### src/rtl/i_buffer.sv
// Per-warp instruction buffer: NW circular FIFOs filled by two decode lanes,
// drained one entry per cycle by a one-hot issue grant with one cycle of latency.
module i_buffer #(
   parameter int DEPTH = 4,
   parameter int NW    = 8
) (
   input  logic          clk,
   input  logic          rst_n,
   input  logic [NW-1:0] Valid_ID0_IB,
   input  logic [31:0]   Instr_ID0_IB,
   input  logic [31:0]   PC_plus4_ID0_IB,
   input  logic [NW-1:0] Valid_ID1_IB,
   input  logic [31:0]   Instr_ID1_IB,
   input  logic [31:0]   PC_plus4_ID1_IB,
   input  logic [NW-1:0] Flush_IB,
   input  logic [NW-1:0] Grant_IS_IB,
   output logic [31:0]   Instr_IB_IS,
   output logic [31:0]   PC_plus4_IB_IS,
   output logic          Valid_IB_IS,
   output logic [2:0]    WarpID_IB_IS,
   output logic [NW-1:0] Full_IB_IF,
   output logic [NW-1:0] AFull_IB_IF,
   output logic [NW-1:0] Empty_IB_IS,
   output logic [NW-1:0] Ovf_IB
);
   localparam int AW = $clog2(DEPTH);
   localparam int CW = AW + 1;

   logic [63:0]   mem [NW][DEPTH];
   logic [AW-1:0] head_q [NW], head_d [NW];
   logic [AW-1:0] tail_q [NW], tail_d [NW];
   logic [AW-1:0] waddr0 [NW], waddr1 [NW];
   logic [CW-1:0] count_q [NW], count_d [NW];
   logic [NW-1:0] ovf_q, ovf_d;
   logic [NW-1:0] wr0, wr1, acc0, acc1, rd;
   logic          lane0_ok, lane1_ok, grant_ok;
   logic          rd_any;
   logic [2:0]    rd_idx;
   logic [63:0]   rd_data;

   function automatic logic is_onehot(input logic [NW-1:0] v);
      return (v != '0) && ((v & (v - 1'b1)) == '0);
   endfunction

   // NOTE: every always_comb output gets a default before any branch so no latch is inferred.
   always_comb begin
      lane0_ok = is_onehot(Valid_ID0_IB);
      lane1_ok = is_onehot(Valid_ID1_IB);
      grant_ok = is_onehot(Grant_IS_IB);
      rd_any   = 1'b0;
      rd_idx   = '0;
      rd_data  = '0;
      ovf_d    = ovf_q;
      for (int i = 0; i < NW; i++) begin
         wr0[i]     = lane0_ok && Valid_ID0_IB[i];
         wr1[i]     = lane1_ok && Valid_ID1_IB[i];
         acc0[i]    = 1'b0;
         acc1[i]    = 1'b0;
         rd[i]      = 1'b0;
         head_d[i]  = head_q[i];
         tail_d[i]  = tail_q[i];
         count_d[i] = count_q[i];
         waddr0[i]  = tail_q[i];
         waddr1[i]  = tail_q[i];
         if (Flush_IB[i]) begin
            head_d[i]  = '0;
            tail_d[i]  = '0;
            count_d[i] = '0;
         end else begin
            // Space is judged on the start-of-cycle count; a same-cycle read frees nothing.
            acc0[i]   = wr0[i] && (count_q[i] < CW'(DEPTH));
            acc1[i]   = wr1[i] && ((count_q[i] + CW'(acc0[i])) < CW'(DEPTH));
            waddr1[i] = tail_q[i] + AW'(acc0[i]);
            rd[i]     = grant_ok && Grant_IS_IB[i] && (count_q[i] != '0);
            if ((wr0[i] && !acc0[i]) || (wr1[i] && !acc1[i]))
               ovf_d[i] = 1'b1;
            if (rd[i]) begin
               rd_any    = 1'b1;
               rd_idx    = 3'(i);
               rd_data   = mem[i][head_q[i]];
               head_d[i] = head_q[i] + 1'b1;
            end
            tail_d[i]  = tail_q[i] + AW'(acc0[i]) + AW'(acc1[i]);
            count_d[i] = count_q[i] + CW'(acc0[i]) + CW'(acc1[i]) - CW'(rd[i]);
         end
      end
   end

   // NOTE: storage has no reset; the pointers and counts alone define which entries are live.
   always_ff @(posedge clk) begin
      for (int i = 0; i < NW; i++) begin
         if (acc0[i]) mem[i][waddr0[i]] <= {Instr_ID0_IB, PC_plus4_ID0_IB};
         if (acc1[i]) mem[i][waddr1[i]] <= {Instr_ID1_IB, PC_plus4_ID1_IB};
      end
   end

   // NOTE: registered state uses non-blocking assignments so every flop samples pre-edge values.
   always_ff @(posedge clk) begin
      if (!rst_n) begin
         for (int i = 0; i < NW; i++) begin
            head_q[i]  <= '0;
            tail_q[i]  <= '0;
            count_q[i] <= '0;
         end
         ovf_q          <= '0;
         Valid_IB_IS    <= 1'b0;
         Instr_IB_IS    <= '0;
         PC_plus4_IB_IS <= '0;
         WarpID_IB_IS   <= '0;
      end else begin
         for (int i = 0; i < NW; i++) begin
            head_q[i]  <= head_d[i];
            tail_q[i]  <= tail_d[i];
            count_q[i] <= count_d[i];
         end
         ovf_q       <= ovf_d;
         Valid_IB_IS <= rd_any;
         if (rd_any) begin
            Instr_IB_IS    <= rd_data[63:32];
            PC_plus4_IB_IS <= rd_data[31:0];
            WarpID_IB_IS   <= rd_idx;
         end
      end
   end

   always_comb begin
      for (int i = 0; i < NW; i++) begin
         Full_IB_IF[i]  = (count_q[i] == CW'(DEPTH));
         AFull_IB_IF[i] = (count_q[i] >= CW'(DEPTH - 2));
         Empty_IB_IS[i] = (count_q[i] == '0);
      end
   end

   assign Ovf_IB = ovf_q;
endmodule

### config.mk
export PLATFORM = sky130hd
export DESIGN_NAME = i_buffer
export DESIGN_NICKNAME = d
export VERILOG_FILES = /design/src/rtl/i_buffer.sv
export SDC_FILE = /design/constraint.sdc
export NUM_CORES = 2
export LEC_CHECK = 0
export BUFFER_PORTS_ARGS = -buffer_cell sky130_fd_sc_hd__buf_2
export CAP_MARGIN = 15
export CORE_AREA = 3 3 530 532
export CTS_CLUSTER_DIAMETER = 120
export CTS_CLUSTER_SIZE = 8
export DETAILED_ROUTE_END_ITERATION = 16
export DIE_AREA = 0 0 533 535
export MAX_ROUTING_LAYER = met4
export SETUP_SLACK_MARGIN = 0.02
export SYNTH_ARGS = -nofsm -noshare
export SYNTH_HDL_FRONTEND = slang
export SYNTH_SLANG_ARGS = --single-unit
### constraint.sdc
create_clock -name clk -period 14.22 [get_ports clk]
set_clock_uncertainty 0.1 [all_clocks]
set_input_delay 1.422 -clock clk [delete_from_list [all_inputs] [get_ports clk]]
set_output_delay 1.422 -clock clk [all_outputs]
set_load 0.02 [all_outputs]
# Yosys cells after proc, flatten, opt, wreduce, memory -nomap -nowiden
# Memories as Yosys holds them, arrays and structs flattened.
# Index checks and enable logic that the tools add are counted.
dict set report totals {
  n_memories 4
  elab_cells 4647
  ff_bits 76
  in_bits 162
  out_inout_bits 100
  mem_bits_rw 2104
}
# name depth width rd rd_clocked_by_memory_dff wr line_no
set memory_table {}
lappend memory_table {mem 8 256 8 0 8 29} ;# logic [63:0] mem [NW][DEPTH];
lappend memory_table {count_q 8 3 8 0 8 33} ;# logic [CW-1:0] count_q [NW], count_d [NW];
lappend memory_table {head_q 8 2 8 0 8 30} ;# logic [AW-1:0] head_q [NW], head_d [NW];
lappend memory_table {tail_q 8 2 8 0 8 31} ;# logic [AW-1:0] tail_q [NW], tail_d [NW];
dict set report classes {
  mux 2264
  n_reduce_logical 137
  eq_ne 8
  n_addsub 51
  magnitude_cmp 64
  bitwise_logic 2107
}
# cell count
set ops {}
lappend ops {{$mux W256} 16}
lappend ops {{$mux W64} 48}
lappend ops {{$mux W1} 2100}
lappend ops {{$or A1 B1 Y1} 2072}
lappend ops {{$demux W64 S2} 16}
lappend ops {{$bmux W64 S2} 8}
lappend ops {{$mux W2} 48}
lappend ops {{$mux W3} 28}
lappend ops {{$logic_and A1 B1 Y1} 83}
lappend ops {{$ge A3 B3 Y1 const B} 24}
lappend ops {{$not A2 Y3} 24}
lappend ops {{$add A3 B1 Y3} 16}
lappend ops {{$lt A3 B1 Y1 const B} 16}
lappend ops {{$lt A3 B3 Y1 const B} 16}
lappend ops {{$add A2 B1 Y2} 16}
lappend ops {{$and A8 B8 Y8} 3}
lappend ops {{$eq A3 B3 Y1 const B} 8}
lappend ops {{$ge A3 B2 Y1 const B} 8}
lappend ops {{$logic_not A3 Y1} 8}
lappend ops {{$logic_not A8 Y1} 3}
lappend ops {{$reduce_bool A3 Y1} 8}
lappend ops {{$reduce_bool A8 Y1} 3}
lappend ops {{$sub A3 B1 Y3} 8}
lappend ops {{$sub A8 B1 Y8 const B} 3}
lappend ops {{5 further kinds} 48}

# Depth between registers and ports, before layout
dict set report depth {
  depth_word 22
  depth_mapped 18
  mapped_depth_nobuf 17
}

# Worst setup path after synthesis
# Ideal clock, no wire load.
dict set report synth_path {
  kind {input-to-reg}
  from {input Valid_ID0_IB[1]}
  to {memory mem[0][384] in the netlist's numbering (enable)}
  path_buffers 1
  stages 7
  arrival_ps 9551
  setup_slack_ps 3908
  path_cell_list {or4_1 -> or4_1 -> o2111ai_1 -> or2_2 -> buf_2 -> nand3b_1 -> o41ai_1}
}
# element line_no
set synth_rtl {}
lappend synth_rtl {{from (decl)} 9} ;# input logic [NW-1:0] Valid_ID0_IB,
lappend synth_rtl {{to (decl)} 29}

==> impl_metrics.csv <==
group,metric,value,unit
worst_setup_path,critPathMaxFanout,43,
global_routing,grt_pass1_wl,532000,um
worst_setup_path,crit_chain,"buf_2 -> nor4_1 -> nand2_1 -> o2111ai_1 -> or2_2 -> nand3b_1 -> inv_1 -> ha_1 -> ha_1 -> xnor2_1 -> nand4_1 -> nor2_1 -> and3_4 -> o21bai_4 -> buf_4",
route,drc,0,
synth,syn-cell-area,110000,um^2
synth,yosysSeqAreaShare,58.2,%
clocking,post_cts_buffers,0,
route,totalWireLength,376000,um
pwr,powerDensity,118,nW/um^2
worst_setup_path,r2r-start,"count_q[0][5]$_SDFF_PP0_",
die,die_width,533,um
run,cap_violations,0,
worst_setup_path,crit_path_end,"mem[0][284]$_DFFE_PP_",
cells_and_area,fin_nets,6840,
die,dieArea,285000,um^2
die,rows,193,
worst_setup_path,reg2reg_setup_slack,9410,ps
synth,synthCells,6710,
sta,timing.final.crit_share,47.7,%
sta,whs,366,ps
cells_and_area,drive_gt1_share,50.4,%
worst_setup_path,required,14590,ps
synth,yosys-top-cells-area,"edfxtp_1 56%, mux2_2 20%, mux4_2 10%, dfxtp_1 2.4%, clkbuf_1 1.8%",
worst_setup_path,end_kind,"flip-flop",
route,drtIter0Drc,7459,
worst_setup_path,critPathSlowestCell,"buf_4",
worst_setup_path,path_class,"input pin to flip-flop",
route,post_drt_via_cell_ratio,6.22,
cells_and_area,synthToLayoutAreaGrowth,12.2,%
clocking,clockBufferDepth,4,
synth,yosysTopAreaCellShare,55.8,%
die,die_h,535,um
worst_setup_path,reg2reg_depth,10,
hold_path,min_path_type,"flip-flop to flip-flop",
route,ant_nets,0,
clocking,cts_sinks,2180,
global_routing,grt_pass1_vias,67100,
worst_setup_path,timing.rr.end,"mem[0][284]$_DFFE_PP_",
clocking,cts-resized-gates,0,
route,dr.pass1.iters,6,
clocking,cts_hold_buf,0,
synth,synth_edf_count,2048,
sta,final-setup-viol-count,0,
sta,tns,0,ps
global_routing,grt_max_degree,65,
synth,avgSynthCellArea,16.4,um^2
die,placeableCoreArea,276000,um^2
synth,async_reset_ff_share,0,%
sta,hold_viol,0,
synth,synth_fp_nets,6928,
clocking,clkLatencyLatePin,880,ps
sta,rsz0062_at_grt,"false",
sta,finalMaxSlewViolations,0,
route,vias,65800,
place,numPortBuffers,261,
sta,slew_headroom,11.8,%
place,dp_slack,6650,ps
sta,fmax,0.147,GHz
sta,tightest_slew,1320,ps
clocking,cts.clk_slew.worst_paths,50,ps
clocking,tritoncts,"built",
worst_setup_path,timing.critical_path.mode_cell,"ha_1",
worst_setup_path,start_kind,"input pin",
synth,ys.flop_type,"edfxtp_1",
place,hpwl,222000,um
synth,synth_top_cell_by_area,"edfxtp_1",
synth,ys_warn_count,0,
synth,synth_cell_types,73,
global_routing,grtUsageTotal,26.7,%
worst_setup_path,crit_path_start,"Valid_ID0_IB[3]",
route,wl_per_cell,35.6,um
pwr,p_leak,39.4,nW
worst_setup_path,crit_arrival,7150,ps
sta,min_period,6780,ps
run_status,status,"complete, no violations",
pwr,peakVddDrop,86.1,uV
global_routing,antenna_found_initial,60,
clocking,cts_inserted_buffers,315,
global_routing,grt_overflow,0,
die,start_util,39.9,%
clocking,htree_levels,5,
cells_and_area,filler_cell_count,24100,
die,ios,262,
place,gp_congestion,0.860,
sta,worst_slack,7440,ps
clocking,ctsRootBufferMaster,"clkbuf_16",
worst_setup_path,critPathMaxStageDelay,750,ps
cells_and_area,utilization,44.8,%
synth,ys_ff_latch,2180,
==> power breakdown <==
| group | internal, mW | switching (mW) | leakage [nW] | total [mW] |
|---|---|---|---|---|
| Sequential | 7.03 | 0.00414 | 19.5 | 7.04 |
| Combinational | 0.263 | 0.361 | 15.6 | 0.624 |
| Clock | 4.14 | 2.83 | 4.27 | 6.97 |
| Total | 11.4 | 3.20 | 39.4 | 14.6 |
==> area by class of cell <==
type / count / area [um^2] / area share (%)
Antenna cell: 62 / 155 / 0.125
Timing Repair Buffer: 420 / 2510 / 2.03
Inverter: 64 / 240 / 0.194
Clock buffer: 484 / 8620 / 6.97
Sequential cell: 2180 / 64200 / 51.9
Multi-Input combinational cell: 3641 / 43100 / 34.8
Clock inverter: 20 / 292 / 0.236
Tap cell: 3705 / 4640 / 3.75
==> flip-flops by register name, summed over array words and instances (netlist names) <==
register and flops:
PC_plus4_IB_IS 32, Instr_IB_IS 32, WarpID_IB_IS 3, Valid_IB_IS 1, Ovf_IB 8, tail_q 16, count_q 24, head_q 16
mem 2048
==> kinds of logic (layout without fill, tap and decap cells) <==
family / after synthesis / count (layout) / share of synthesized area (%)
muxes: 2560 / 2560 / 31.6
DFF: 2180 / 2180 / 58.2
buffers and inverters: 889 / 988 / 3.38
AOI/OAI and AO/OA: 568 / 568 / 3.82
and+or+nand+nor: 396 / 396 / 1.89
xor gates and xnor gates: 59 / 59 / 0.469
adders and majority gates: 58 / 58 / 0.708
other: 0 / 62 / 0
==> critical path, delay by kind of cell <==
family,cells,cell delay (ps)
buf+inv,3,1180
simple gates,7,2780
xor+xnor,1,210
compound gates,2,1020
fa+ha+maj,2,380
==> layer usage <==
metal	global-route usage [%]	routed length, um
met3	5.88	34000
met2	41.6	178000
met5	-	0
met1	34.8	151000
met4	8.88	13200
==> cells in the mapped netlist, drive strengths merged, types with 20 or more instances <==
cell	number
edfxtp	2048
mux2	2048
clkbuf	538
mux4	512
buf	287
dfxtp	132
nor2	128
a21oi	70
a22oi	64
inv	64
o21ai	64
nand2	58
ha	48
o21bai	41
a311oi	40
a211o	38
a221oi	38
o22a	38
nand3	37
and2	32
o22ai	31
xnor2	30
a21boi	29
xor2	29
a31oi	28
a22o	27
o221a	27
nor2b	22
nor3	20
==> worst min path at each step <==
stage	startpoint	endpoint	slack, ps	depth (start not counted)
final	Ovf_IB[6]$_SDFFE_PN0P_	Ovf_IB[6]$_SDFFE_PN0P_	370	1
after global routing	Ovf_IB[7]$_SDFFE_PN0P_	Ovf_IB[7]$_SDFFE_PN0P_	400	1
after CTS	Ovf_IB[6]$_SDFFE_PN0P_	Ovf_IB[6]$_SDFFE_PN0P_	370	1
after detailed placement	Ovf_IB[6]$_SDFFE_PN0P_	Ovf_IB[6]$_SDFFE_PN0P_	360	1
after global placement	Ovf_IB[5]$_SDFFE_PN0P_	Ovf_IB[5]$_SDFFE_PN0P_	350	1
after floorplan	count_q[0][5]$_SDFF_PP0_	Ovf_IB[1]$_SDFFE_PN0P_	390	2
==> cells in the final DEF (no fill, tap or decap), types with 39 or more instances in the layout <==
cell,synthesis,final
a311oi_1,39,39
clkbuf_1,538,164
nand2_1,58,55
mux2_4,60,60
a22oi_1,64,64
mux4_2,512,512
buf_2,213,260
clkbuf_16,0,320
edfxtp_1,2048,2048
buf_4,2,159
a21oi_1,70,69
mux2_2,1963,1963
dfxtp_1,132,116
o21ai_0,62,49
nor2_1,127,121
inv_1,64,64
ha_1,48,48
diode_2,0,62
==> metrics by stage <==
step	cells	total power, mW	instance area [um^2]
floorplan	6710	7.58	110000
CTS	10500	14.7	124000
global route	10600	15.0	124000
detailed placement	10000	7.78	115000
finish	10600	14.6	124000
global placement	10000	7.75	115000
(Power assumes the default switching activity.)
